$ cat src/rtl/muldiv_ctrl.sv
// muldiv_ctrl: HI/LO controller for the MIPS multiply unit.
// Sequences an iterative unsigned multiplier through its start/ready handshake.
// Applies the signed-operand fix-up and owns the architectural HI/LO registers.
// Stalls the EX stage while a product is outstanding.
module muldiv_ctrl #(
  parameter int TIMEOUT = 40
) (
  input  logic        clk,
  input  logic        rst_n,
  input  logic        op_valid,
  input  logic [2:0]  op_code,
  input  logic [31:0] op_rs,
  input  logic [31:0] op_rt,
  output logic        stall,
  output logic [31:0] rd_data,
  output logic        rd_valid,
  output logic        busy,
  output logic        mul_start,
  output logic [31:0] mul_a,
  output logic [31:0] mul_b,
  input  logic        mul_ready,
  input  logic [63:0] mul_product,
  output logic [31:0] hi,
  output logic [31:0] lo,
  output logic        mul_err
);

  localparam int CW = $clog2(TIMEOUT + 1);

  localparam logic [2:0] OP_MULT  = 3'b000;
  localparam logic [2:0] OP_MULTU = 3'b001;
  localparam logic [2:0] OP_MFHI  = 3'b010;
  localparam logic [2:0] OP_MFLO  = 3'b011;
  localparam logic [2:0] OP_MTHI  = 3'b100;
  localparam logic [2:0] OP_MTLO  = 3'b101;

  typedef enum logic [1:0] {
    IDLE  = 2'd0,
    ISSUE = 2'd1,
    WAIT  = 2'd2,
    FIXUP = 2'd3
  } state_t;

  state_t         state_r;
  state_t         state_next_s;
  logic           neg_r;
  logic [63:0]    temp_r;
  logic [CW-1:0]  cnt_r;
  logic [CW-1:0]  cnt_inc_s;
  logic           timeout_s;
  logic [31:0]    hi_r;
  logic [31:0]    lo_r;
  logic [31:0]    mul_a_r;
  logic [31:0]    mul_b_r;
  logic           mul_err_r;
  logic           valid_op_s;
  logic           busy_s;
  logic           accept_s;
  logic           mult_acc_s;

  // Unsigned magnitude of a 32-bit two's complement value; 0x80000000 stays 2^31.
  function automatic logic [31:0] mag32(input logic [31:0] x);
    logic [31:0] r;
    if (x[31]) begin
      r = ~x + 32'd1;
    end else begin
      r = x;
    end
    return r;
  endfunction

  // Full 64-bit two's complement negation of the unsigned product.
  function automatic logic [63:0] neg64(input logic [63:0] x);
    return ~x + 64'd1;
  endfunction

  // Op decode: stall, accept and the combinational MFHI/MFLO read port.
  always_comb begin
    busy_s     = (state_r != IDLE);
    valid_op_s = op_valid & ~(op_code[2] & op_code[1]);
    // Reset forces the read port and stall low even with an op presented.
    accept_s   = valid_op_s & ~busy_s & rst_n;
    stall      = valid_op_s & busy_s & rst_n;
    mult_acc_s = accept_s & ((op_code == OP_MULT) | (op_code == OP_MULTU));
    rd_valid   = 1'b0;
    rd_data    = 32'd0;
    if (accept_s && (op_code == OP_MFHI)) begin
      rd_valid = 1'b1;
      rd_data  = hi_r;
    end else if (accept_s && (op_code == OP_MFLO)) begin
      rd_valid = 1'b1;
      rd_data  = lo_r;
    end else begin
      rd_valid = 1'b0;
      rd_data  = 32'd0;
    end
  end

  // Next-state logic; the watchdog aborts on the WAIT cycle the counter reaches TIMEOUT.
  always_comb begin
    state_next_s = state_r;
    cnt_inc_s    = cnt_r + {{(CW-1){1'b0}}, 1'b1};
    timeout_s    = 1'b0;
    case (state_r)
      IDLE: begin
        if (mult_acc_s) begin
          state_next_s = ISSUE;
        end else begin
          state_next_s = IDLE;
        end
      end
      ISSUE: begin
        state_next_s = WAIT;
      end
      WAIT: begin
        if (mul_ready) begin
          state_next_s = FIXUP;
        end else if (cnt_inc_s == CW'(TIMEOUT)) begin
          timeout_s    = 1'b1;
          state_next_s = IDLE;
        end else begin
          state_next_s = WAIT;
        end
      end
      FIXUP: begin
        state_next_s = IDLE;
      end
      default: begin
        state_next_s = IDLE;
      end
    endcase
  end

  // FSM state register.
  always_ff @(posedge clk or negedge rst_n) begin
    if (!rst_n) begin
      state_r <= IDLE;
    end else begin
      state_r <= state_next_s;
    end
  end

  // Operand capture, watchdog, product capture and HI/LO update per state.
  always_ff @(posedge clk or negedge rst_n) begin
    if (!rst_n) begin
      neg_r     <= 1'b0;
      mul_a_r   <= 32'd0;
      mul_b_r   <= 32'd0;
      temp_r    <= 64'd0;
      cnt_r     <= {CW{1'b0}};
      hi_r      <= 32'd0;
      lo_r      <= 32'd0;
      mul_err_r <= 1'b0;
    end else begin
      case (state_r)
        IDLE: begin
          if (mult_acc_s) begin
            neg_r   <= (op_code == OP_MULT) & (op_rs[31] ^ op_rt[31]);
            mul_a_r <= (op_code == OP_MULT) ? mag32(op_rs) : op_rs;
            mul_b_r <= (op_code == OP_MULT) ? mag32(op_rt) : op_rt;
          end else if (accept_s && (op_code == OP_MTHI)) begin
            hi_r <= op_rs;
          end else if (accept_s && (op_code == OP_MTLO)) begin
            lo_r <= op_rs;
          end else begin
            neg_r <= neg_r;
          end
        end
        ISSUE: begin
          cnt_r <= {CW{1'b0}};
        end
        WAIT: begin
          if (mul_ready) begin
            temp_r <= mul_product;
          end else begin
            cnt_r <= cnt_inc_s;
            if (timeout_s) begin
              mul_err_r <= 1'b1;
            end
          end
        end
        FIXUP: begin
          {hi_r, lo_r} <= neg_r ? neg64(temp_r) : temp_r;
        end
        default: begin
          cnt_r <= {CW{1'b0}};
        end
      endcase
    end
  end

  assign busy      = busy_s;
  assign mul_start = (state_r == ISSUE);
  assign mul_a     = mul_a_r;
  assign mul_b     = mul_b_r;
  assign hi        = hi_r;
  assign lo        = lo_r;
  assign mul_err   = mul_err_r;

endmodule

$ cat config.mk
export PLATFORM = sky130hd
export DESIGN_NAME = muldiv_ctrl
export DESIGN_NICKNAME = d
export VERILOG_FILES = /design/src/rtl/muldiv_ctrl.sv
export SDC_FILE = /design/constraint.sdc
export NUM_CORES = 1
export LEC_CHECK = 0
export CAP_MARGIN = 10
export CORE_MARGIN = 2
export CORE_UTILIZATION = 50
export DETAILED_ROUTE_END_ITERATION = 16
export GPL_TIMING_DRIVEN = 0
export PLACE_DENSITY = 0.82
export SYNTH_ARGS = -nofsm -noshare
export SYNTH_HDL_FRONTEND = slang
export SYNTH_SLANG_ARGS = --single-unit
export TNS_END_PERCENT = 50
$ cat constraint.sdc
create_clock -name clk -period 3.1 [get_ports clk]
set_input_delay 0.62 -clock clk [delete_from_list [all_inputs] [get_ports clk]]
set_output_delay 0.62 -clock clk [all_outputs]
set_load 0.02 [all_outputs]
After elaboration in Yosys (flattened, before gate mapping):

Index checks and enable logic that the tools add are counted.

* output and inout port bits: 165
* bits in registers: 202

* equality and inequality tests: 14
* bitwise operators: 16
* add/subtract/negate cells: 4
* muxes and demuxes: 25
* reductions and logical operators: 15

Operators by type and width (count)
* 32-bit 2-to-1 mux: 11
* 32-bit case mux with 2 select lines: 2
* 32-bit by 1-bit adder with 32-bit output, second input constant: 2
* 64-bit by 1-bit adder with 64-bit output, second input constant: 1
* 64-bit 2-to-1 mux: 1
* 32-bit inverter: 2
* 64-bit inverter: 1
* 6-bit case mux with 2 select lines: 1
* 2-bit inequality test, second input constant: 5
* 1-bit AND: 8
* 2-bit case mux with 4 select lines: 1
* 6-bit by 1-bit adder with 6-bit output, second input constant: 1
* 3-bit by 2-bit equality test with 1-bit output, second input constant: 2
* 3-bit equality test, second input constant: 2
* 6-bit equality test, second input constant: 1
* 1-bit 2-to-1 mux: 6
* 6-bit 2-to-1 mux: 1
* 2-bit AND reduction: 3
* 3-bit AND reduction: 2
* 2-bit nonzero test: 3
* 2-bit equality test, second input constant: 2
* 1-bit logical AND: 4
* 2-bit 2-to-1 mux: 2
* 4-bit AND reduction: 1
* other kinds (7): 9

Logic depth before layout (Yosys ltp):

* depth in word-level cells: 10
* gate-level depth with buffers: 10
* mapped depth without buffers: 8

Least setup slack after synthesis:

OpenSTA, ideal clock, no wires.

* path type: register -> output
* from: reg state_r[0]
* to: out rd_data[10]
* setup slack: 575 ps
* cell stages (with the launch flop): 9
* buffers on the path: 2
* data required time: 2480 ps
* arrival: 1905 ps
* cell sequence: dfrtp_1 > inv_1 > ha_1 > clkbuf_1 > inv_1 > nor2_1 > nand4_1 > clkbuf_1 > nor2_1

* cells in the longest elaborated chain, start to end: 7
* elaborated cells on any way between the ends: 8
* classes of those cells: mux: 2; bitwise: 3; reduce/logical: 3

Ends and longest elaborated chain
* start: declaration: line 44 `state_t state_r;`
* start signal: assignment: line 139 `state_r <= state_next_s;`
* 2-bit nonzero test (*): line 79 `busy_s = (state_r != IDLE);`
* net busy: line 17 `output logic busy,`
* 1-bit inverter (*): line 82 `accept_s = valid_op_s & ~busy_s & rst_n;`
* 1-bit AND (*) (2 in series): line 82
* 1-bit logical AND: line 90 `end else if (accept_s && (op_code == OP_MFLO)) begin`
* 32-bit 2-to-1 mux: line 90
* 32-bit 2-to-1 mux (*): line 87 `if (accept_s && (op_code == OP_MFHI)) begin`
* end: declaration: line 15 `output logic [31:0] rd_data,`

Mark *: on every way through the listed nets, which the timed path passes. The rest lies on a longest branch.

Worst setup path after layout:

* from: in op_code[0]
* to: out rd_data[22]

* cells in the longest elaborated chain, start to end: 4
* elaborated cells on any way between the ends: 6
* classes of those cells: eq/ne: 2; mux: 2; reduce/logical: 2

Ends and longest elaborated chain
* start: declaration: line 11 `input logic [2:0] op_code,`
* 3-bit by 2-bit equality test with 1-bit output: line 90
* 1-bit logical AND: line 90
* 32-bit 2-to-1 mux: line 90
* 32-bit 2-to-1 mux (*): line 87

Mark *: on every way between the ends. The rest lies on a longest branch, timed or not.

==> impl_metrics.json <==
{
  "clockBufferDepth": 3,
  "syn_area_sq_um": 11600,
  "worst_pin_slew_ps": 977,
  "worstSkewPairLatency_ps": 530,
  "avgSynthCellArea_sq_um": 9.57,
  "wl_per_cell_um": 22.4,
  "tns_ps": 0,
  "hpwl_um": 32100,
  "layout_min_cycle_time_ps": 3090,
  "r2r-end": "hi[0]",
  "vias": 11100,
  "endpoint": "rd_data[22]",
  "grt.total_usage_pct": 33.4,
  "avgViaCountPerCell": 6.02,
  "hp-class": "in -> async",
  "clkTransAtPathRegs_ps": 70,
  "synth_area_leaders": "dfrtp_1 44%, mux2_2 6.1%, xor2_1 5.7%",
  "ys_seq_area_share_pct": 43.7,
  "antenna_found_initial": 0,
  "start_util_pct": 51.1,
  "dr.pass1.iters": 5,
  "worst_ir_drop_vdd_mv": 0.431,
  "grt_pass1_wl_um": 63200,
  "fmax_mhz": 324,
  "cts_tree": "yes",
  "slowest_stage": "clkbuf_1",
  "worst_ep_arrival_time_ps": 2470,
  "core-area_sq_um": 22600,
  "synth_nets": 1352,
  "finalSetupViolCount": 0,
  "io_pins": 300,
  "num_antenna_cells": 0,
  "crit_path_start": "op_code[0]",
  "numCtsBuffers": 23,
  "overflow": 0,
  "fp.dieArea_sq_um": 24400,
  "yosysWarnings": 0,
  "fillers": 1714,
  "worstRegToRegCells": 9,
  "nNetsFinal": 1688,
  "path_max_fanout": 10,
  "wirelength_um": 41400,
  "finalInstanceArea_sq_um": 15800,
  "slowest_delay_ps": 680,
  "synth.largest_area_cell": "dfrtp_1",
  "relSlewSlack_pct": 33.0,
  "power_density_nw_per_um2": 658,
  "die_h_um": 156,
  "worstSetupEndpointType": "primary output",
  "cts.htree.levels": 1,
  "ant_nets": 0,
  "cp_cell_sequence": "clkbuf_1 > clkbuf_1 > mux2i_1 > nor2_1 > clkdlybuf4s15_2",
  "r2r_slack_ps": 210,
  "synth_edf_count": 0,
  "grt_pass1_vias": 11000,
  "synth_ff_type": "dfrtp_1",
  "critPathMostFrequentCell": "clkbuf_1",
  "drive_gt1_share_pct": 11.5,
  "finClkSkew_ps": 23.7,
  "synth-seq-cells": 202,
  "gp_congestion": 0.975,
  "status": "complete, no violations",
  "drv_slew": 0,
  "drtIter0Drc": 933,
  "grt_start_max_net_pins": 107,
  "maxCapViolCount": 0,
  "yosysUniqueCellTypes": 62,
  "placed_area_sq_um": 14900,
  "synth_common_cells": "202 x dfrtp_1, 144 x nand2_1, 120 x o21ai_0",
  "required_ps": 2480,
  "synthCells": 1208,
  "yosysMostFrequentCell": "dfrtp_1",
  "start_kind": "input pin",
  "portBuffers": 298,
  "die_width_um": 156,
  "final_hold_viol_count": 0,
  "clock-sinks": 202,
  "grt_setup_unrepaired": "true",
  "criticalPathCategory": "in -> out",
  "yosysTopAreaCellShare_pct": 43.7,
  "rows": 55,
  "ctsRootBufferMaster": "clkbuf_16",
  "r2r_start": "temp_r[0]",
  "drc": 0,
  "finalCritPeriodShare_pct": 99.7,
  "async_reset_ff_share_pct": 100,
  "area_growth_syn_to_layout_pct": 37.1,
  "p_leak_nw": 6.43
}
-- report_power, final --
group	switching (W)	internal (W)
sequential	0.000863	0.00333
combinational	0.00177	0.00165
clock	0.00117	0.00165
total	0.00380	0.00663
-- cells by family (layout without fill, tap and decap cells) --
| group | count (synthesis) | count (layout) | share of synthesized area, % |
|---|---|---|---|
| AOI/OAI and AO/OA | 286 | 286 | 15.9 |
| xor gates and xnor gates | 117 | 117 | 8.87 |
| adders and majority gates | 9 | 9 | 0.974 |
| buffers and inverters | 87 | 439 | 2.92 |
| DFF | 202 | 202 | 43.7 |
| muxes | 116 | 116 | 10.7 |
| and+or+nand+nor | 391 | 391 | 16.9 |
-- worst min path at each step --
| stage | startpoint | to | slack [ps] |
|---|---|---|---|
| after floorplan | rst_n | cnt_r[0] | 320 |
| after global placement | mul_err | mul_err | 440 |
| after detailed placement | mul_err | mul_err | 450 |
| after CTS | rst_n | mul_b[12] | 70 |
| after global routing | rst_n | temp_r[62] | 90 |
| final | rst_n | hi[15] | 90 |
-- cell type report --
type / count / area, sq um / share of cell area (%)
clock inverter: 14 / 175 / 1.11
timing repair buffer: 313 / 3130 / 19.7
tap: 285 / 357 / 2.25
clock buffer: 27 / 601 / 3.79
inverter: 15 / 60.1 / 0.379
buffer: 70 / 289 / 1.82
sequential: 202 / 5050 / 31.9
multi-input combinational: 919 / 6180 / 39.0
-- sequential cells by signal (all words and copies together) (netlist names) --
register	cells
temp_r	64
mul_b	32
state_r	2
hi	32
mul_a	32
mul_err	1
neg_r	1
cnt_r	6
lo	32
-- placed cells by master (no fill, tap or decap), drive strengths merged, types with 17 or more instances in the layout --
| master | instances |
|---|---|
| clkdlybuf4s50 | 263 |
| dfrtp | 202 |
| nand2 | 145 |
| o21ai | 132 |
| nor2 | 98 |
| clkbuf | 95 |
| xor2 | 75 |
| mux2 | 63 |
| mux2i | 53 |
| xnor2 | 42 |
| buf | 33 |
| o41ai | 31 |
| a21oi | 30 |
| nand3 | 24 |
| o31ai | 23 |
| or3 | 20 |
| nor3 | 20 |
| a211oi | 18 |
| a21o | 18 |
| inv | 17 |
-- stage by stage --
step	hold slack, ps	cells	util (%)	total power (W)	setup slack, ps
6_report	86.5	1845	70.0	0.0104	9.57
5_1_grt	91.0	1845	70.0	0.0109	-31.1
4_1_cts	68.5	1840	70.0	0.0104	0.462
3_3_place_gp	441	1791	65.8	0.00749	-9410
3_5_place_dp	448	1793	66.0	0.00758	-1210
2_1_floorplan	324	1208	-	0.00571	575
-- metal layers --
| layer | global-route usage [%] | share of wire, % |
|---|---|---|
| met5 | 0 | 0 |
| met4 | 11.6 | 4.2 |
| met1 | 42.4 | 38 |
| met2 | 57.3 | 48 |
| met3 | 6.33 | 9.5 |
-- repair_timing --
action                                 in CTS  in global routing
pin swaps                                   1                  1
gates resized for setup                   110                 26
setup buffers                               7                  1
setup endpoints to repair                  57                 37
hold buffers                                0                  3
endpoints found under the hold margin       0                 44
gates cloned                                1                  1
-- critical path, delay by kind of cell --
family / cells / cell delay (ps)
buf+inv: 3 / 1410
simple gates: 1 / 70
mux: 1 / 370
No activity file was read; power rests on OpenSTA's default activity.
